==> src/rtl/clock_pkg.sv <==
// Time-of-day moduli and field widths shared by the divider, time keeper and
// alarm-compare logic.
package clock_pkg;
   localparam int SEC_MAX  = 60;
   localparam int MIN_MAX  = 60;
   localparam int HOUR_MAX = 24;
   localparam int SEC_W    = 6;
   localparam int MIN_W    = 6;
   localparam int HOUR_W   = 5;
endpackage

==> src/rtl/mod_counter.sv <==
// Modulo-MAX counter stage with a load port. Loads that are out of range are
// ignored. carry flags the increment that wraps MAX-1 back to 0.
module mod_counter #(
   parameter int WIDTH = 6,
   parameter int MAX   = 60
) (
   input  logic             clk,
   input  logic             rst,
   input  logic             inc,
   input  logic             load,
   input  logic [WIDTH-1:0] load_val,
   output logic [WIDTH-1:0] q,
   output logic             carry
);
   localparam logic [WIDTH-1:0] LAST = WIDTH'(MAX - 1);

   logic [WIDTH-1:0] q_q, q_d;

   always_comb begin
      q_d = q_q;
      if (load) begin
         if (int'(load_val) < MAX) q_d = load_val;
      end else if (inc) begin
         q_d = (q_q == LAST) ? '0 : q_q + WIDTH'(1);
      end
   end

   always_ff @(posedge clk) begin
      if (rst) q_q <= '0;
      else     q_q <= q_d;
   end

   assign q     = q_q;
   assign carry = inc & (q_q == LAST);
endmodule

==> src/rtl/time_keeper_counter.sv <==
// Counts seconds/minutes/hours, one second per rising edge of div_clk as seen
// in the clk domain, with synchronous time set and a day-wrap pulse.
module time_keeper_counter
   import clock_pkg::*;
#(
   parameter int SEC_MAX_P  = SEC_MAX,
   parameter int MIN_MAX_P  = MIN_MAX,
   parameter int HOUR_MAX_P = HOUR_MAX
) (
   input  logic              clk,
   input  logic              rst,
   input  logic              en,
   input  logic              div_clk,
   input  logic              set_en,
   input  logic [HOUR_W-1:0] set_hour,
   input  logic [MIN_W-1:0]  set_min,
   output logic [SEC_W-1:0]  sec,
   output logic [MIN_W-1:0]  min,
   output logic [HOUR_W-1:0] hour,
   output logic              tick,
   output logic              day_wrap
);
   logic div_q_q;
   logic tick_q, tick_d;
   logic wrap_q, wrap_d;
   logic rise, adv;
   logic c_sec, c_min, c_hour;

   // div_q resets high so a div_clk already high at reset release is not an edge.
   assign rise = div_clk & ~div_q_q;
   assign adv  = rise & en & ~set_en;

   mod_counter #(.WIDTH(SEC_W), .MAX(SEC_MAX_P)) u_sec (
      .clk(clk), .rst(rst), .inc(adv), .load(set_en),
      .load_val('0), .q(sec), .carry(c_sec)
   );

   mod_counter #(.WIDTH(MIN_W), .MAX(MIN_MAX_P)) u_min (
      .clk(clk), .rst(rst), .inc(c_sec), .load(set_en),
      .load_val(set_min), .q(min), .carry(c_min)
   );

   mod_counter #(.WIDTH(HOUR_W), .MAX(HOUR_MAX_P)) u_hour (
      .clk(clk), .rst(rst), .inc(c_min), .load(set_en),
      .load_val(set_hour), .q(hour), .carry(c_hour)
   );

   assign tick_d = adv;
   assign wrap_d = c_hour;

   always_ff @(posedge clk) begin
      if (rst) begin
         div_q_q <= 1'b1;
         tick_q  <= 1'b0;
         wrap_q  <= 1'b0;
      end else begin
         div_q_q <= div_clk;
         tick_q  <= tick_d;
         wrap_q  <= wrap_d;
      end
   end

   assign tick     = tick_q;
   assign day_wrap = wrap_q;
endmodule

==> config.mk <==
export PLATFORM = sky130hd
export DESIGN_NAME = time_keeper_counter
export DESIGN_NICKNAME = d
export VERILOG_FILES = /design/src/rtl/clock_pkg.sv /design/src/rtl/mod_counter.sv /design/src/rtl/time_keeper_counter.sv
export SDC_FILE = /design/constraint.sdc
export NUM_CORES = 1
export LEC_CHECK = 0
export ABC_CLOCK_PERIOD_IN_PS = 4400
export BUFFER_PORTS_ARGS = -buffer_cell sky130_fd_sc_hd__buf_2
export CAP_MARGIN = 10
export CORE_AREA = 3 3 55 57
export DETAILED_ROUTE_END_ITERATION = 12
export DIE_AREA = 0 0 58 60
export GPL_ROUTABILITY_DRIVEN = 0
export PLACE_DENSITY = 0.77
export SYNTH_ARGS = -nofsm -noshare
export SYNTH_HDL_FRONTEND = slang
export SYNTH_SLANG_ARGS = --single-unit
==> constraint.sdc <==
create_clock -name clk -period 4.4 [get_ports clk]
set_clock_uncertainty 0.05 [all_clocks]
set_input_delay 0.66 -clock clk [delete_from_list [all_inputs] [get_ports clk]]
set_output_delay 0.66 -clock clk [all_outputs]
set_load 0.02 [all_outputs]
==> After elaboration in Yosys (flattened, before gate mapping) <==
Index checks and enable logic that the tools add are counted.
{ "totals": {"reg_bits": 20, "in_bits": 16, "output_inout_bits": 19, "word_cells": 38} }
{ "op_classes": {"n_addsub": 3, "n_lt_le_gt_ge": 2, "n_eq_ne": 5, "n_mux": 9, "n_bitwise": 8, "n_reduce_logical": 5} }
{ "ops": {"columns": ["op", "n"], "rows": [
  ["6-bit 2-to-1 mux", 5],
  ["5-bit 2-to-1 mux", 4],
  ["6-bit by 1-bit adder with 6-bit output (second input constant)", 2],
  ["6-bit == test (second input constant)", 2],
  ["1-bit AND", 6],
  ["6-bit less-than comparator (second input constant)", 1],
  ["5-bit by 1-bit adder with 5-bit output (second input constant)", 1],
  ["5-bit == test (second input constant)", 1],
  ["5-bit less-than comparator (second input constant)", 1],
  ["2-bit by 1-bit != test with 1-bit output (second input constant)", 2],
  ["2-bit AND reduction", 2],
  ["2-bit nonzero test", 2],
  ["1-bit inverter", 2],
  ["2-bit OR reduction", 1]
]} }

==> Logic depth before layout (Yosys ltp) <==
Gate-level depths: netlist of the first run.
{ "logic_depth": {"word_depth": 8, "depth_mapped": 6, "mapped_depth_nobuf": 5} }

==> Hierarchy <==
A second synthesis of the first run with hierarchy kept.
{ "hier_totals": {"cells_unflattened": 143, "hier_area_um2": 1256.2} }
{ "by_module_without_submodules": {"columns": ["mod", "n_inst", "cells_each", "area_each_um2", "seq_area_each_um2"], "rows": [
  ["mod_counter (u_min ...)", 2, 48, 409.1, 120.1],
  ["mod_counter (u_hour)", 1, 39, 341.6, 100.1],
  ["time_keeper_counter", 1, 8, 96.3, 60.1]
]} }

==> Worst setup path after synthesis of the first run <==
No wires, ideal clock.
{ "synth_timing": {"path_type": "input to register", "start": "in set_en", "end": "reg u_hour.q_q[2], in the netlist u_hour.q[2]", "setup_time_ns": 0.117, "arrival_time_ns": 1.764, "required_time_ns": 4.233, "setup_slack_ns": 2.468, "stages": 6, "n_path_buf": 2, "cell_sequence": "buf_6 nor4bb_4 buf_6 and4_4 o22ai_1 a32o_1"} }
{ "synth_between": {"elab_chain_len": 6, "elab_cells_between_ends": 8} }
{ "synth_rtl": {"columns": ["item", "line", "text"], "rows": [
  ["start, declared", "time_keeper_counter.sv:14", "input logic set_en,"],
  ["1-bit inverter", "time_keeper_counter.sv:31", "assign adv = rise & en & ~set_en;"],
  ["1-bit AND", "time_keeper_counter.sv:31", null],
  ["1-bit AND (2 in series)", "mod_counter.sv:34", "assign carry = inc & (q_q == LAST);"],
  ["2-bit nonzero test (no source line)", null, null],
  ["2-bit AND reduction (no source line)", null, null],
  ["end signal, assigned", "mod_counter.sv:30", "else q_q <= q_d;"],
  ["end, declared", "mod_counter.sv:17", "logic [WIDTH-1:0] q_q, q_d;"]
]} }
Several ways; a longest one is shown, not always the timed one.
A chain may end at the register's enable or synchronous reset.

==> Final worst setup path of the first run <==
{ "layout_timing": {"start": "in set_en", "end": "reg u_min.q_q[4], in the netlist u_min.q[4]"} }
{ "layout_between": {"elab_chain_len": 5, "elab_cells_between_ends": 7} }
{ "layout_rtl": {"columns": ["item", "line"], "rows": [
  ["1-bit inverter", "time_keeper_counter.sv:31"],
  ["1-bit AND", "time_keeper_counter.sv:31"],
  ["1-bit AND", "mod_counter.sv:34"],
  ["2-bit nonzero test (no source line)", null],
  ["2-bit AND reduction (no source line)", null],
  ["end signal, assigned", "mod_counter.sv:30"],
  ["end, declared", "mod_counter.sv:17"]
]} }
Several ways; a longest one is shown, not always the timed one.

==> results.toml, run 1 <==
[layout]
fill_cells = 252
seq_area_um2 = 400
drive_above_1_share_pct = 25.8
multi_input_area_um2 = 658
syn2layout_area_growth_pct = 17.1
n_antenna_cell = 0
nets = 180

[clock_network]
clk_latency_ns = 0.30
post_cts_resized = 0
cts_tree = "yes"
cts_max_path_buffers = 2
path_clk_slew_ns = 0.11
cts-root-buf = "clkbuf_4"
clock-sinks = 20
htree_levels = 1
cts_setup_buffers = 0
cts_hold_buf = 0
cts-buffers-inserted = 3

[pwr]
combinationalPowerShare_pct = 17.3
power.switching_mw = 0.0950
switching_share_pct = 27.9
pwr-share-clk_pct = 24.7
p_int_mw = 0.245
vdd_drop_max_v = 0.000199
pwr-share-seq_pct = 57.9
p_leak_nw = 0.601
p_per_area_mw_per_mm2 = 261

[routing]
drt_wl_total_um = 2480
first_pass_iters = 4
drt-wirelength-per-cell_um = 13.1
via_per_inst = 5.61
drc = 0
drt_iter0_markers = 55
postRouteAntennaNets = 0
dr_total_vias = 1060

[logic_synthesis]
synth-seq-cells = 20
synthArstFlopShare_pct = 0
synthFlopType = "dfxtp_1"
synth_edf_count = 0
synth_area_mm2 = 0.00111
syn_inst = 128
synth_cell_type_count = 41
synth.avg_cell_area_um2 = 8.70
ys_seq_area_share_pct = 36.0
syn_nets = 147
yosys_warnings = 0

[setup_path]
worstPathMaxFanout = 28
crit_buf_inv = 1
critPathTopFamily = "compound AO/OA/AOI/OAI gates"
worst-endpoint-arrival_ns = 2.50
rrSetupSlack_ns = 2.44
crit_path_max_incr_delay_ns = 0.62
r2r-start = "div_q_q"
start_kind = "primary input"
r2r_end = "u_min.q[4]"
cp.required_ns = 4.58
crit_path_cell_trace = "buf_2, nor4bb_4, a32oi_1, a211o_1, a21oi_1"
endpoint_kind = "flop"
setup.worst_path.class = "primary input to flop"
crit_slowest_cell = "nor4bb_4"
r2r_cells = 4

[placement]
numPortBuffers = 34
dp_hpwl_um = 1920
pre_cts_slack_ns = 1.77

[sta]
max_freq_ghz = 0.431
fin_crit_sh_pct = 52.7
setup_ws_ns = 2.08
finalHoldViolCount = 0
fin_hold_ws_ns = 0.465
fin_tns_setup_ns = 0
fin_crit_ns = 2.32
rsz0062_at_grt = "no"
drv_slew = 0
slew_headroom_pct = 42.8
tightest_slew_ns = 0.858
setup_violations = 0

[global_route]
grt_usage_pct = 15.1
grt_first_pass_wirelength_um = 4100
antenna_found_initial = 0
grt_max_degree = 29
grt_pass1_vias = 937
grt-ovfl-total = 0

[floorplan]
fp.dieArea_mm2 = 0.00348
die_x_um = 58
rows = 18
ios = 35
start_util_pct = 44.1
core_area_mm2 = 0.00252
dieHeight_um = 60

[run]
maxCapViolations = 0

[min_path]
hp-start = "u_hour.q[4]"
hold_end = "u_hour.q[4]"
min_path_cells = 2
min_path_type = "flop to flop"

[status]
status = "complete, no violations"
through the flow:
step	util, %	cell area, µm²	power (mW)	std cells
2_1_floorplan	-	1110	0.240	128
3_3_place_gp	50.8	1280	0.258	186
3_5_place_dp	50.8	1280	0.260	186
4_1_cts	51.7	1300	0.345	189
5_1_grt	51.7	1300	0.359	189
6_report	51.7	1300	0.340	189
layout make-up:
class	instances	share of cell area [%]
Multi-Input combinational cell	98	50.5
Inverter	4	1.15
Sequential cell	20	30.7
Timing Repair Buffer	34	13.1
Tap cell	30	2.88
Clock buffer	3	1.73
cells in the final DEF, fill, tap and decap left out, types with 3 or more instances in the layout:
master     n
a21oi_1   10
and2_1     3
and3_1     3
and4b_1    5
buf_2     34
clkbuf_4   3
dfxtp_1   20
ha_1       3
inv_1      4
nand2_1   12
nand3_1    4
nand4_1    4
nor2_1     9
nor3_1     4
o21ai_0    4
xor2_1     4
cells by family (layout without fill, tap and decap cells):
family | count (synthesis) | count (layout) | share of synthesized area (%)
AND/OR/NAND/NOR | 55 | 55 | 29.6
XOR/XNOR | 6 | 6 | 4.72
AO/OA/AOI/OAI | 31 | 31 | 18.7
flip-flops | 20 | 20 | 36.0
multiplexers | 3 | 3 | 2.81
buffers and inverters | 10 | 41 | 4.94
adder cells (fa/ha/maj) | 3 | 3 | 3.37
synth_stat cells, drive strengths merged, types with 3 or more instances:
cell / number / share of area (%)
and2: 3 / 1.7
ha: 3 / 3.4
dfxtp: 20 / 36
xor2: 4 / 3.1
and3: 3 / 1.7
and4b: 5 / 4.5
nor3: 4 / 1.8
inv: 4 / 1.3
nand4: 4 / 2.2
nand3: 4 / 1.8
nand2: 12 / 4.0
a21oi: 10 / 4.5
o21ai: 4 / 1.8
buf: 4 / 2.9
nor2: 9 / 3.0
layer usage:
layer / share of wire, % / vias to the layer above / track usage, %
met3: 4.9 / 5 / 2.38
met2: 45 / 31 / 23.7
met1: 48 / 487 / 20.2
li1: - / 537 / -
met4: 1.7 / 0 / 6.95
met5: 0 / - / 0
worst max path at each step:
| stage | start | to | slack [ns] | depth (start not counted) |
|---|---|---|---|---|
| floorplan | set_en | u_hour.q[2] | 2.47 | 6 |
| global placement | set_en | u_min.q[4] | 1.83 | 5 |
| detailed placement | set_en | u_min.q[0] | 1.77 | 5 |
| CTS | set_en | u_min.q[0] | 2.09 | 5 |
| global route | set_en | u_min.q[0] | 1.93 | 5 |
| finish | set_en | u_min.q[4] | 2.08 | 5 |
state kept, by name, summed over array words and instances (netlist names):
name	flops
u_min.q	6
u_sec.q	6
u_hour.q	5
day_wrap	1
div_q_q	1
tick	1
worst min-delay path, delay by kind of cell (launching register included):
| family | cells | cell delay, ns |
|---|---|---|
| flops | 1 | 0.35 |
| simple gates | 1 | 0.07 |
| compound gates | 1 | 0.05 |
power groups by stage:
stage	Clock [mW]	Sequential (mW)	Combinational (mW)
after CTS	0.0892	0.197	0.0590
after global placement	0	0.201	0.0571
final	0.0841	0.197	0.0590
after detailed placement	0	0.201	0.0588
after floorplan	0	0.208	0.0324
after global routing	0.0954	0.199	0.0650
Note: power is estimated with default switching activity, not from simulation.
==> run 2, diff against run 1 <==
--- a/config.mk
+++ b/config.mk
@@ -5,14 +5,15 @@
 export SDC_FILE = /design/constraint.sdc
 export NUM_CORES = 1
 export LEC_CHECK = 0
-export ABC_CLOCK_PERIOD_IN_PS = 4400
+export ABC_AREA = 1
+export ABC_CLOCK_PERIOD_IN_PS = 2400
 export BUFFER_PORTS_ARGS = -buffer_cell sky130_fd_sc_hd__buf_2
 export CAP_MARGIN = 10
-export CORE_AREA = 3 3 55 57
+export CORE_AREA = 3 3 59 61
 export DETAILED_ROUTE_END_ITERATION = 12
-export DIE_AREA = 0 0 58 60
+export DIE_AREA = 0 0 62 64
 export GPL_ROUTABILITY_DRIVEN = 0
-export PLACE_DENSITY = 0.77
+export PLACE_DENSITY = 0.74
 export SYNTH_ARGS = -nofsm -noshare
 export SYNTH_HDL_FRONTEND = slang
 export SYNTH_SLANG_ARGS = --single-unit
==> constraint.sdc (replaced) <==
create_clock -name clk -period 2.4 [get_ports clk]
set_clock_uncertainty 0.05 [all_clocks]
set_input_delay 0.36 -clock clk [delete_from_list [all_inputs] [get_ports clk]]
set_output_delay 0.36 -clock clk [all_outputs]
set_load 0.02 [all_outputs]
==> run 2 against run 1 <==
Net effect: core utilization decreased by 2.1 points; first-iteration DRC count up 42%; sequential cell count unchanged; area after synthesis rose by 14%; cell area grew 15%; count of clock-buffer cells in the layout unchanged; total power up 130%; synthesized cell count is 52% higher; clock power rose to 3.3 times the previous value; sequential share of layout area is 4.1 points lower; register-to-register slack got worse by 1.6 ns; critical endpoint is now u_min.q[3]; largest power group unchanged.
==> results.toml, run 2 <==
[status]
status = "complete, no violations"

[layout]
multi_input_area_um2 = 752
n_antenna_cell = 0
final_common_cell = "nand2_1"
seq_area_um2 = 400
drive_above_1_share_pct = 21.9
syn2layout_area_growth_pct = 18.4
final_cell_mix = "nand2_1 (57), nor2_1 (34), buf_2 (34)"
fill_cells = 321
nets = 248
post-route-cell-area_mm2 = 0.00150
final_cells = 272

[logic_synthesis]
synthTopCellsByCount = "nand2_1 (57), nor2_1 (34), dfxtp_1 (20)"
synth-seq-cells = 20
yosysMostFrequentCell = "nand2_1"
synth_cell_type_count = 27
synth_area_leaders = "dfxtp_1 (32%), nand2_1 (17%), nor2_1 (10%), nand3_1 (5.5%), inv_1 (4.7%)"
synth_area_mm2 = 0.00127
syn_nets = 214
synth_edf_count = 0
ys_seq_area_share_pct = 31.6
syn_inst = 195
synth_top_area_cell = "dfxtp_1"
synthFlopType = "dfxtp_1"
yosys_warnings = 0
synthArstFlopShare_pct = 0
synth.avg_cell_area_um2 = 6.51
netlist.area_leader.share_pct = 31.6

[floorplan]
core_area_mm2 = 0.00303
fp.dieArea_mm2 = 0.00397
rows = 20
die_x_um = 62
start_util_pct = 41.9
dieHeight_um = 64
ios = 35

[sta]
slew_headroom_pct = 71.3
rsz0062_at_grt = "no"
tightest_slew_ns = 0.426
drv_slew = 0
fin_crit_ns = 1.60
fin_crit_sh_pct = 66.7
setup_violations = 0
finalHoldViolCount = 0
max_freq_ghz = 0.625
fin_tns_setup_ns = 0

[setup_path]
start_kind = "flop"
endpoint_kind = "flop"
setup.worst_path.class = "flop to flop"
cp.required_ns = 2.57
r2r_cells = 8
cp_common_cell = "nor2_1"
worstPathMaxFanout = 11
crit_path_cell_trace = "ha_1, nand3_1, nor2_4, nand2_4, nand2_2, inv_1, nor2_1, nor2_1"
crit_path_max_incr_delay_ns = 0.39
crit_slowest_cell = "dfxtp_1"
worst-endpoint-arrival_ns = 1.77

[clock_network]
clock-sinks = 20
cts-root-buf = "clkbuf_4"
post_cts_resized = 0
cts_setup_buffers = 0
path_clk_slew_ns = 0.12
cts-buffers-inserted = 3
clk_latency_ns = 0.31
cts_max_path_buffers = 2
htree_levels = 1
cts_hold_buf = 0
cts_tree = "yes"

[global_route]
grt_max_degree = 20
antenna_found_initial = 0
grt-ovfl-total = 0
grt_first_pass_wirelength_um = 4620
grt_pass1_vias = 1073
grt_usage_pct = 15.0

[routing]
drc = 0
drt-wirelength-per-cell_um = 10.5
drt_iter0_markers = 78
dr_total_vias = 1269
via_per_inst = 4.67
first_pass_iters = 4
postRouteAntennaNets = 0
drt_wl_total_um = 2860

[pwr]
p_total_mw = 0.790
vdd_drop_max_v = 0.000244
combinationalPowerShare_pct = 17.7
switching_share_pct = 27.8
p_leak_nw = 0.771
p_per_area_mw_per_mm2 = 526
power.switching_mw = 0.219
pwr-share-seq_pct = 47.0
p_int_mw = 0.571
pwr-share-clk_pct = 35.3

[min_path]
min_path_cells = 2
min_path_type = "primary input to flop"

[placement]
numPortBuffers = 34
numPlacedInstances = 268
dpl_cell_area_mm2 = 0.00145
dp_hpwl_um = 2180

[run]
maxCapViolations = 0
run 2: worst paths after layout:
kind                   start          to  slack, ns
setup / recovery  u_sec.q[1]  u_min.q[3]       0.80
hold / removal       div_clk     div_q_q       0.20
setup reg to reg  u_sec.q[1]  u_min.q[3]       0.80
hold reg to reg   u_sec.q[0]  u_sec.q[0]       0.45
run 2: metrics by stage:
step                setup slack (ns)  hold WS, ns  util [%]
finish                         0.800        0.204      49.6
global route                   0.661        0.186      49.6
CTS                            0.777        0.197      49.6
detailed placement             0.762        0.440      47.9
global placement               0.755        0.442      47.9
floorplan                      0.828        0.382         -
run 2: per-layer routing:
layer / routed length, µm / track usage [%] / up-vias
li1: - / - / 691
met1: 1390 / 21.1 / 532
met2: 1260 / 22.7 / 42
met3: 170 / 2.42 / 4
met4: 38 / 5.57 / 0
met5: 0 / 0 / -
run 2: cell type report:
type | count | area share [%]
timing repair buffer | 34 | 11.3
clock buffer | 3 | 1.50
clock inverter | 1 | 2.00
tap | 44 | 3.66
sequential | 20 | 26.6
multi-input combinational | 152 | 50.0
inverter | 18 | 4.83
run 2: critical path: cells and delay by family, from the launching register on:
family | cells | cell delay, ns
adders and majority gates | 1 | 0.26
buffers and inverters | 1 | 0.09
and+or+nand+nor | 6 | 0.71
DFF | 1 | 0.39
run 2: cells by family (layout without fill, tap and decap cells):
| group | Yosys count | count (layout) | synth area share, % |
|---|---|---|---|
| flops | 20 | 20 | 31.6 |
| fa+ha+maj | 3 | 3 | 2.96 |
| buf+inv | 23 | 56 | 9.17 |
| simple gates | 128 | 128 | 47.0 |
| compound gates | 19 | 19 | 7.89 |
| xor+xnor | 2 | 2 | 1.38 |
run 2: power by group through the flow:
stage	Clock (mW)	Combinational, mW	Sequential, mW
after global routing	0.303	0.157	0.374
after CTS	0.286	0.141	0.371
final	0.279	0.140	0.371
after floorplan	0	0.0885	0.391
after detailed placement	0	0.140	0.378
after global placement	0	0.141	0.378
